**config.mk**
```make
export PLATFORM = sky130hd
export DESIGN_NAME = mem_reader_flat
export DESIGN_NICKNAME = d
export VERILOG_FILES = /design/src/rtl/mem_reader_pkg.sv /design/src/rtl/mem_reader_if.sv /design/src/rtl/mem_reader_fifo.sv /design/src/rtl/mem_reader.sv /design/src/flat_wrapper.sv
export SDC_FILE = /design/constraint.sdc
export NUM_CORES = 1
export LEC_CHECK = 0
export CORE_UTILIZATION = 35
export CTS_CLUSTER_DIAMETER = 50
export DETAILED_ROUTE_END_ITERATION = 7
export SYNTH_ARGS = -nofsm -noshare
export SYNTH_HDL_FRONTEND = slang
export SYNTH_SLANG_ARGS = --single-unit
```
**constraint.sdc**
```tcl
create_clock -name clk -period 4.5 [get_ports clk]
set_input_delay 0.45 -clock clk [delete_from_list [all_inputs] [get_ports clk]]
set_output_delay 0.45 -clock clk [all_outputs]
set_load 0.005 [all_outputs]
```
**src/rtl/mem_reader_pkg.sv**
```systemverilog
`default_nettype none
// ============================================================================
// Module      : mem_reader_pkg
// Description : Shared types and constants for the mem_reader read initiator:
//               controller state encoding and skid FIFO sizing.
// Revision    : 1.0 - initial release
// ============================================================================
package mem_reader_pkg;

    // Two entries cover the one-cycle RAM latency plus one word of backpressure
    localparam int c_FIFO_DEPTH = 2;
    localparam int c_FIFO_CNT_W = $clog2(c_FIFO_DEPTH + 1);

    typedef enum logic [1:0] {
        IDLE  = 2'd0,
        RUN   = 2'd1,
        DRAIN = 2'd2
    } state_t;

endpackage : mem_reader_pkg
`default_nettype wire

```
**src/rtl/mem_reader_if.sv**
```systemverilog
`default_nettype none
// ============================================================================
// Module      : mem_reader_if
// Description : Control, RAM-port and output-stream signals of mem_reader.
//               master = the reader itself, slave = RAM/stream environment.
// Revision    : 1.0 - initial release
// ============================================================================
interface mem_reader_if #(
    parameter int WORD_SIZE = 16,
    parameter int ADDR_BITS = 4
);
    logic                 start;
    logic [ADDR_BITS-1:0] base_addr;
    logic [ADDR_BITS:0]   length;
    logic                 busy;
    logic                 done;
    logic [ADDR_BITS-1:0] mem_addr;
    logic                 mem_we;
    logic [WORD_SIZE-1:0] mem_data_in;
    logic [WORD_SIZE-1:0] mem_data_out;
    logic [WORD_SIZE-1:0] out_data;
    logic                 out_valid;
    logic                 out_ready;
    logic                 out_last;

    modport master (
        input  start, base_addr, length, mem_data_out, out_ready,
        output busy, done, mem_addr, mem_we, mem_data_in,
               out_data, out_valid, out_last
    );

    modport slave (
        output start, base_addr, length, mem_data_out, out_ready,
        input  busy, done, mem_addr, mem_we, mem_data_in,
               out_data, out_valid, out_last
    );
endinterface : mem_reader_if
`default_nettype wire

```
**src/rtl/mem_reader_fifo.sv**
```systemverilog
`default_nettype none
// ============================================================================
// Module      : mem_reader_fifo
// Description : Two-entry skid FIFO with registered head. The head register
//               drives the output directly so data holds steady under stall.
//               Simultaneous push and pop is supported at count 1 or 2.
// Revision    : 1.0 - initial release
// ============================================================================
module mem_reader_fifo
    import mem_reader_pkg::*;
#(
    parameter int WIDTH = 17
) (
    input  wire logic                    clk,
    input  wire logic                    reset_n,
    input  wire logic                    i_push,
    input  wire logic [WIDTH-1:0]        i_push_data,
    input  wire logic                    i_pop,
    output logic      [WIDTH-1:0]        o_head,
    output logic      [c_FIFO_CNT_W-1:0] o_count,
    output logic                         o_valid
);

    localparam logic [c_FIFO_CNT_W-1:0] c_CNT_ONE  = c_FIFO_CNT_W'(1);
    localparam logic [c_FIFO_CNT_W-1:0] c_CNT_FULL = c_FIFO_CNT_W'(c_FIFO_DEPTH);

    logic [WIDTH-1:0]        r_head;
    logic [WIDTH-1:0]        r_tail;
    logic [c_FIFO_CNT_W-1:0] r_count;
    logic                    w_do_pop;
    logic                    w_do_push;

    // Drop a pop on an empty FIFO and a push into a full FIFO that is not draining
    assign w_do_pop  = i_pop && (r_count != '0);
    assign w_do_push = i_push && ((r_count != c_CNT_FULL) || w_do_pop);

    // Entry storage and occupancy; head always holds the oldest word
    always_ff @(posedge clk or negedge reset_n) begin
        if (!reset_n) begin
            r_head  <= '0;
            r_tail  <= '0;
            r_count <= '0;
        end else begin
            case ({w_do_push, w_do_pop})
                2'b10: begin
                    if (r_count == '0) begin
                        r_head <= i_push_data;
                    end else begin
                        r_tail <= i_push_data;
                    end
                    r_count <= r_count + c_CNT_ONE;
                end
                2'b01: begin
                    r_head  <= r_tail;
                    r_count <= r_count - c_CNT_ONE;
                end
                2'b11: begin
                    if (r_count == c_CNT_ONE) begin
                        r_head <= i_push_data;
                    end else begin
                        r_head <= r_tail;
                        r_tail <= i_push_data;
                    end
                end
                default: begin
                end
            endcase
        end
    end

    assign o_head  = r_head;
    assign o_count = r_count;
    assign o_valid = (r_count != '0);

endmodule : mem_reader_fifo
`default_nettype wire

```
**src/rtl/mem_reader.sv**
```systemverilog
`default_nettype none
// ============================================================================
// Module      : mem_reader
// Description : Streams a contiguous, wrap-around range of RAM words onto a
//               valid/ready output. Absorbs the one-cycle RAM read latency and
//               downstream backpressure through a 2-entry skid FIFO.
//               Optional feature macro: MEM_READER_CLEAR_EN (read-and-clear:
//               every issued read also writes zero to the same address).
// Revision    : 1.0 - initial release
// ============================================================================
module mem_reader
    import mem_reader_pkg::*;
#(
    parameter int WORD_SIZE = 16,
    parameter int NUM_WORDS = 16,
    parameter int ADDR_BITS = 4
) (
    input  wire logic     clk,
    input  wire logic     reset_n,
    mem_reader_if.master  bus
);

    localparam logic [ADDR_BITS-1:0] c_ADDR_MAX = ADDR_BITS'(NUM_WORDS - 1);
    localparam logic [ADDR_BITS-1:0] c_ADDR_ONE = ADDR_BITS'(1);
    localparam logic [ADDR_BITS:0]   c_LEN_ONE  = (ADDR_BITS + 1)'(1);

    state_t                  r_state;
    state_t                  w_state_nxt;
    logic [ADDR_BITS-1:0]    r_addr;
    logic [ADDR_BITS:0]      r_issue_cnt;
    logic                    r_inflight;
    logic                    r_inflight_last;
    logic                    r_done;

    logic                    w_accept;
    logic                    w_zero_len;
    logic                    w_issue;
    logic                    w_issue_last;
    logic                    w_pop;
    logic                    w_last_pop;
    logic [2:0]              w_occupancy;
    logic [ADDR_BITS-1:0]    w_addr_inc;

    logic [WORD_SIZE:0]      w_fifo_head;
    logic [c_FIFO_CNT_W-1:0] w_fifo_count;
    logic                    w_fifo_valid;

    // Request decode: only an idle reader honours start
    assign w_accept   = (r_state == IDLE) && bus.start && (bus.length != '0);
    assign w_zero_len = (r_state == IDLE) && bus.start && (bus.length == '0);

    // Words held or promised after this cycle's pop; capping it at the FIFO
    // depth guarantees every returning RAM word has a slot
    assign w_pop       = w_fifo_valid && bus.out_ready;
    assign w_last_pop  = w_pop && w_fifo_head[WORD_SIZE];
    assign w_occupancy = {1'b0, w_fifo_count} + {2'b00, r_inflight} - {2'b00, w_pop};

    assign w_issue      = (r_state == RUN) && (r_issue_cnt != '0)
                        && (w_occupancy < 3'(c_FIFO_DEPTH));
    assign w_issue_last = w_issue && (r_issue_cnt == c_LEN_ONE);

    // Modulo-NUM_WORDS increment; depth need not be a power of two
    assign w_addr_inc = (r_addr == c_ADDR_MAX) ? '0 : (r_addr + c_ADDR_ONE);

    // State register
    always_ff @(posedge clk or negedge reset_n) begin
        if (!reset_n) begin
            r_state <= IDLE;
        end else begin
            r_state <= w_state_nxt;
        end
    end

    // Next-state: RUN until the final read issues, DRAIN until its word leaves
    always_comb begin
        w_state_nxt = r_state;
        case (r_state)
            IDLE:    if (w_accept)     w_state_nxt = RUN;
            RUN:     if (w_issue_last) w_state_nxt = DRAIN;
            DRAIN:   if (w_last_pop)   w_state_nxt = IDLE;
            default:                   w_state_nxt = IDLE;
        endcase
    end

    // Address/counter, one-cycle in-flight tag and done pulse
    always_ff @(posedge clk or negedge reset_n) begin
        if (!reset_n) begin
            r_addr          <= '0;
            r_issue_cnt     <= '0;
            r_inflight      <= 1'b0;
            r_inflight_last <= 1'b0;
            r_done          <= 1'b0;
        end else begin
            if (w_accept) begin
                r_addr      <= bus.base_addr;
                r_issue_cnt <= bus.length;
            end else if (w_issue) begin
                r_addr      <= w_addr_inc;
                r_issue_cnt <= r_issue_cnt - c_LEN_ONE;
            end
            r_inflight      <= w_issue;
            r_inflight_last <= w_issue_last;
            r_done          <= w_zero_len || w_last_pop;
        end
    end

    // Returning RAM word is captured together with its last-word tag
    mem_reader_fifo #(
        .WIDTH (WORD_SIZE + 1)
    ) u_fifo (
        .clk         (clk),
        .reset_n     (reset_n),
        .i_push      (r_inflight),
        .i_push_data ({r_inflight_last, bus.mem_data_out}),
        .i_pop       (w_pop),
        .o_head      (w_fifo_head),
        .o_count     (w_fifo_count),
        .o_valid     (w_fifo_valid)
    );

    assign bus.busy      = (r_state != IDLE);
    assign bus.done      = r_done;
    assign bus.mem_addr  = r_addr;
    assign bus.out_data  = w_fifo_head[WORD_SIZE-1:0];
    assign bus.out_valid = w_fifo_valid;
    assign bus.out_last  = w_fifo_valid && w_fifo_head[WORD_SIZE];

`ifdef MEM_READER_CLEAR_EN
    // Read-and-clear: the RAM returns the old word and stores zero in one cycle
    assign bus.mem_we      = w_issue;
    assign bus.mem_data_in = '0;
`else
    assign bus.mem_we      = 1'b0;
    assign bus.mem_data_in = '0;
`endif

endmodule : mem_reader
`default_nettype wire

```
**src/flat_wrapper.sv**
```systemverilog
// flat-port wrapper written by rule: the top's interface ports become plain ports
module mem_reader_flat import mem_reader_pkg::*;
#(
    parameter int WORD_SIZE = 16,
    parameter int NUM_WORDS = 16,
    parameter int ADDR_BITS = 4
)
  (clk, reset_n, bus_start, bus_base_addr, bus_length, bus_mem_data_out, bus_out_ready, bus_busy, bus_done, bus_mem_addr, bus_mem_we, bus_mem_data_in, bus_out_data, bus_out_valid, bus_out_last);
  mem_reader_if #(.WORD_SIZE(WORD_SIZE), .ADDR_BITS(ADDR_BITS)) bus_i ();
  input  wire logic clk;
  input  wire logic reset_n;
  input wire logic [$bits(bus_i.start)-1:0] bus_start;
  input wire logic [$bits(bus_i.base_addr)-1:0] bus_base_addr;
  input wire logic [$bits(bus_i.length)-1:0] bus_length;
  input wire logic [$bits(bus_i.mem_data_out)-1:0] bus_mem_data_out;
  input wire logic [$bits(bus_i.out_ready)-1:0] bus_out_ready;
  output wire logic [$bits(bus_i.busy)-1:0] bus_busy;
  output wire logic [$bits(bus_i.done)-1:0] bus_done;
  output wire logic [$bits(bus_i.mem_addr)-1:0] bus_mem_addr;
  output wire logic [$bits(bus_i.mem_we)-1:0] bus_mem_we;
  output wire logic [$bits(bus_i.mem_data_in)-1:0] bus_mem_data_in;
  output wire logic [$bits(bus_i.out_data)-1:0] bus_out_data;
  output wire logic [$bits(bus_i.out_valid)-1:0] bus_out_valid;
  output wire logic [$bits(bus_i.out_last)-1:0] bus_out_last;
  assign bus_i.start = bus_start;
  assign bus_i.base_addr = bus_base_addr;
  assign bus_i.length = bus_length;
  assign bus_i.mem_data_out = bus_mem_data_out;
  assign bus_i.out_ready = bus_out_ready;
  assign bus_busy = bus_i.busy;
  assign bus_done = bus_i.done;
  assign bus_mem_addr = bus_i.mem_addr;
  assign bus_mem_we = bus_i.mem_we;
  assign bus_mem_data_in = bus_i.mem_data_in;
  assign bus_out_data = bus_i.out_data;
  assign bus_out_valid = bus_i.out_valid;
  assign bus_out_last = bus_i.out_last;
  mem_reader #(.WORD_SIZE(WORD_SIZE), .NUM_WORDS(NUM_WORDS), .ADDR_BITS(ADDR_BITS)) u_core (.clk(clk), .reset_n(reset_n), .bus(bus_i));
endmodule
```
## Word level (Yosys, flattened, before mapping)

Index checks and enable logic that the tools add are counted.

- Register bits after elaboration: 50
- Input port bits: 29
- Output and inout bits: 41
- Word-level logic and storage cells: 74

- $add $sub $neg: 6
- Order comparisons: 1
- Eq/ne operators: 15
- Multiplexer cells: 16
- Reduce and logical (&&, ||, !) cells: 27

Operators by type and width:

| cell | count |
|---|---|
| $mux W17 | 4 |
| $pmux W17 S3 | 1 |
| $pmux W17 S2 | 1 |
| $mux W4 | 3 |
| $logic_and A1 B1 Y1 | 11 |
| $mux W5 | 2 |
| $reduce_bool A2 Y1 | 5 |
| $reduce_bool A5 Y1 | 2 |
| $ne A2 B2 Y1 const B | 4 |
| $eq A2 B1 Y1 const B | 3 |
| $eq A2 B2 Y1 const B | 3 |
| $mux W2 | 3 |
| $ne A2 B1 Y1 const B | 3 |
| $pmux W2 S3 | 1 |
| $reduce_and A3 Y1 | 2 |
| $eq A5 B1 Y1 const B | 1 |
| $logic_not A5 Y1 | 1 |
| $sub A5 B1 Y5 const B | 1 |
| $add A4 B1 Y4 const B | 1 |
| $eq A4 B4 Y1 const B | 1 |
| $logic_not A2 Y1 | 2 |
| $pmux W2 S2 | 1 |
| $add A2 B1 Y3 | 1 |
| $lt A3 B2 Y1 const B | 1 |
| 6 further kinds | 7 |

## Longest topological paths before layout

- Word-level depth: 8
- Gate-level depth with buffers: 12
- Depth with buffers taken out: 11

## Hierarchy

From an unflattened synthesis, not the netlist that was laid out.

- Cells, all modules: 259
- Area total of the unflattened synthesis: 2773.9 µm²

Modules (own cells, without submodules):

| module | times used | cells an instance | area each (µm²) | sequential area each (µm²) |
|---|---|---|---|---|
| mem_reader_fifo | 1 | 158 | 1770.4 | 900.9 |
| mem_reader | 1 | 101 | 1003.5 | 350.3 |

## Worst setup path after synthesis

No wires, ideal clock.

- Path type: register to register
- Start point: register u_core.u_fifo.r_count[1], in the netlist u_core.u_fifo.o_count[1]
- End point: register u_core.r_issue_cnt[1]
- Library setup time: 0.126 ns
- Arrival: 2.757 ns
- Data required time: 4.374 ns
- Setup slack: 1.617 ns
- Stages on the path, launching flop included: 12
- Path buffers: 1
- Period minus slack after synthesis: 2.883 ns
- Path through: dfrtp_1 > inv_1 > ha_1 > nor2b_1 > ha_1 > nand2b_1 > fa_1 > xnor2_1 > nand4_1 > and2_0 > buf_2 > a221o_1

- Word-level cells in the longest chain between the ends: 6

Ends and longest elaborated chain:

| element | line | text |
|---|---|---|
| start: declaration | mem_reader_fifo.sv:29 | `logic [c_FIFO_CNT_W-1:0] r_count;` |
| start signal: assignment | mem_reader_fifo.sv:51 | `r_count <= r_count + c_CNT_ONE;` |
| start signal: assignment | mem_reader_fifo.sv:55 | `r_count <= r_count - c_CNT_ONE;` |
| branches (longest 2 deep; another with $add A2 B1 Y3) | - |  |
| $sub A3 B1 Y3 * | mem_reader.sv:56 | `assign w_occupancy = {1'b0, w_fifo_count} + {2'b00, r_inflight} - {2'b00, w_pop};` |
| $lt A3 B2 Y1 * | mem_reader.sv:59 | `&& (w_occupancy < 3'(c_FIFO_DEPTH));` |
| $logic_and A1 B1 Y1 * | mem_reader.sv:59 |  |
| $reduce_bool A2 Y1 (no line) * | - |  |
| end signal: assignment | mem_reader.sv:96 | `r_issue_cnt <= bus.length;` |
| end signal: assignment | mem_reader.sv:99 | `r_issue_cnt <= r_issue_cnt - c_LEN_ONE;` |
| end: declaration | mem_reader.sv:30 | `logic [ADDR_BITS:0] r_issue_cnt;` |

Mark *: on every way between the ends.
A chain may end at the register's enable or synchronous reset.

## Worst setup path after layout

- Start point: register u_core.u_fifo.r_count[1], in the netlist u_core.u_fifo.o_count[1]
- End point: register u_core.r_issue_cnt[3]

The elaborated chain is that of the path after synthesis.

==> impl_metrics.json <==
{
  "synth_largest_area_cell": "dfrtp_1",
  "diodes": 0,
  "fin_cells": 387,
  "netlist.area_leader.share_pct": 46.71,
  "ys_types": 43,
  "fin_crit_sh_pct": 73.19,
  "p_per_area_nw_per_um2": 641.1,
  "chipHeight_microns": 89.49,
  "r2r_start": "u_core.u_fifo.o_count[1]",
  "yosysWarnings": 0,
  "drtIter0Drc": 60,
  "seq_area_frac_synth_pct": 46.71,
  "cts_tree": "yes",
  "clk_path_buf_depth": 2,
  "reg2reg_depth": 11,
  "clock_skew_ns": 0.004041,
  "end_kind": "flip-flop",
  "grt_pass1_vias": 1695,
  "grt_overflow": 0,
  "antenna_left": 0,
  "viasPerCell": 4.718,
  "root_buffer": "clkbuf_8",
  "rows": 31,
  "gp_congestion": 0.7575,
  "critPathTopFamily": "adder cells",
  "netlist_instances": 252,
  "dp.final_hpwl_mm": 3.350,
  "dp_cells": 379,
  "nNetsFinal": 326,
  "path_cells": "inv_1 -> ha_1 -> nor2b_1 -> ha_1 -> nand2b_1 -> fa_1 -> xnor2_1 -> nand4_1 -> buf_4 -> and2_0 -> a221o_1",
  "crit_required_ns": 4.68,
  "critPathBufInv": 2,
  "vias": 1826,
  "ios": 70,
  "setup_tns_ns": 0,
  "cts-htree-levels": 2,
  "synth-seq-cells": 50,
  "setup_violations": 0,
  "cp-startpoint": "u_core.u_fifo.o_count[1]",
  "start_util_pct": 36.54,
  "cts_resized": 0,
  "dieArea_sq_um": 8008,
  "firstDrtPassIters": 4,
  "worst-r2r-setup-slack_ns": 1.21,
  "max_clock_freq_mhz": 303.6,
  "worstHoldPathType": "in -> async",
  "rsz0062_at_grt": "false",
  "cp_common_cell": "ha_1",
  "whs_ns": 0.2527,
  "yosys_most_used_dff": "dfrtp_1",
  "dieWidth_microns": 89.49,
  "avgSynthCellArea_sq_um": 10.63,
  "crit_slowest_cell": "dfrtp_1",
  "wl_per_cell_microns": 12.40,
  "hold_viol_final": 0,
  "peakVddDrop_v": 0.0002706,
  "startpoint_type": "flip-flop",
  "drive_gt1_share_pct": 12.50,
  "min_period_ns": 3.294,
  "drc": 0,
  "core_area_sq_um": 7331,
  "synth_area_sq_um": 2679,
  "grt_max_degree": 51,
  "worst_slew_pin_slew_ns": 1.104,
  "status": "finished clean",
  "wl_mm": 4.800,
  "maxCapViolations": 0,
  "async_flop_share_pct": 100.0,
  "clkSinkCount": 50,
  "utilization_pct": 43.81,
  "layout_commonest_cell": "clkdlybuf4s50_1",
  "crit_fanout": 11,
  "portBuffers": 52,
  "synth_enable_flop_cells": 0,
  "final_cell_mix": "clkdlybuf4s50_1 (51), dfrtp_1 (50), nand2_1 (29), o21ai_0 (18)",
  "hold_buffers": 0,
  "insertion_delay_ns": 0.29,
  "slew-limit-headroom_pct": 26.09,
  "crit-reg2reg-capture": "u_core.r_issue_cnt[3]",
  "grt_pass1_wl_mm": 8.100,
  "path_clk_slew_ns": 0.09,
  "syn_to_final_growth_pct": 19.90,
  "antenna_found_initial": 0,
  "final_max_slew_viol_count": 0,
  "post_cts_buffers": 0,
  "leakagePower_uw": 0.001377,
  "cp_slowest_stage_delay_ns": 0.45,
  "synth_area_leaders": "dfrtp_1 (47%), buf_4 (9.2%), mux2_2 (7.1%)",
  "cts_buffers": 5,
  "grt_usage_pct": 13.38,
  "path_class": "reg -> reg",
  "cp.arrival_ns": 3.48
}
==> state kept, by name, summed over array words and instances (netlist names) <==
name	cells
u_core.u_fifo.o_count	2
u_core.u_fifo.r_tail	17
u_core.bus.done	1
u_core.r_issue_cnt	5
u_core.bus.mem_addr	4
u_core.r_inflight	1
u_core.u_fifo.o_head	17
u_core.r_inflight_last	1
u_core.r_state	2
==> metal layers <==
layer | track usage (%) | wire length [microns] | vias up
li1 | - | - | 897
met1 | 17.07 | 2264 | 869
met2 | 21.93 | 2247 | 53
met4 | 4.329 | 64 | 0
met5 | 0 | 0 | -
met3 | 3.786 | 223 | 7
==> worst max path at each step <==
stage / end / depth (start not counted) / slack (ns)
CTS: u_core.r_issue_cnt[3] / 11 / 1.19
finish: u_core.r_issue_cnt[3] / 11 / 1.21
global route: u_core.r_issue_cnt[3] / 11 / 0.95
detailed placement: u_core.r_issue_cnt[3] / 10 / 0.97
global placement: u_core.bus.mem_addr[3] / 10 / 1.04
floorplan: u_core.r_issue_cnt[1] / 11 / 1.62
==> area by class of cell <==
type                    instances  area (sq um)
inverters                      11         46.29
clock inverters                 1         30.03
fillers                       703          4119
well taps                      99         123.9
flip-flops and latches         50          1251
clock buffers                   7         76.32
repair buffers                 55         538.0
multi-input cells             164          1146
==> cell usage after synthesis, types with 2 or more instances <==
cell	count
dfrtp_1	50
buf_4	33
nand2_1	29
o21ai_0	18
a22oi_1	17
mux2_2	17
inv_1	10
ha_1	9
nor2_1	9
clkbuf_1	5
a221o_1	4
buf_2	4
nor2b_1	4
xnor2_1	4
a21oi_1	3
a31oi_1	3
nor3_1	3
o22ai_1	3
mux2i_1	2
nand2b_1	2
==> worst register-to-register path, stage by stage, from the launching register on <==
cell and delay (ns):
dfrtp_1 0.45, inv_1 0.09, ha_1 0.27, nor2b_1 0.37
ha_1 0.30, nand2b_1 0.16, fa_1 0.43, xnor2_1 0.18
nand4_1 0.11, buf_4 0.20, and2_0 0.27, a221o_1 0.35
==> cell families after synthesis <==
| family | count (synthesis) | share of synthesized area [%] |
|---|---|---|
| mux | 19 | 7.893 |
| buf+inv | 54 | 12.84 |
| fa+ha+maj | 10 | 4.951 |
| xor+xnor | 4 | 1.308 |
| simple gates | 59 | 11.26 |
| other cells | 1 | 0.1400 |
| flops | 50 | 46.71 |
| compound gates | 55 | 14.90 |
==> power breakdown <==
part	internal, uW	switching, uW	leakage [uW]	total (uW)
Clock	166	140	0.0000524	306
Combinational	510	450	0.000709	960
Sequential	653	140	0.000616	793
Total	1330	729	0.00138	2060
==> per-stage QoR <==
stage | worst slack (ns) | area [sq um] | total power, uW
6_report | 1.206 | 3212 | 2059
5_1_grt | 0.9487 | 3212 | 2249
4_1_cts | 1.185 | 3212 | 2084
3_5_place_dp | 0.9704 | 3105 | 1772
3_3_place_gp | 1.036 | 3105 | 1749
2_1_floorplan | 1.617 | 2739 | 1529
Power figures use the tool's default switching activity.
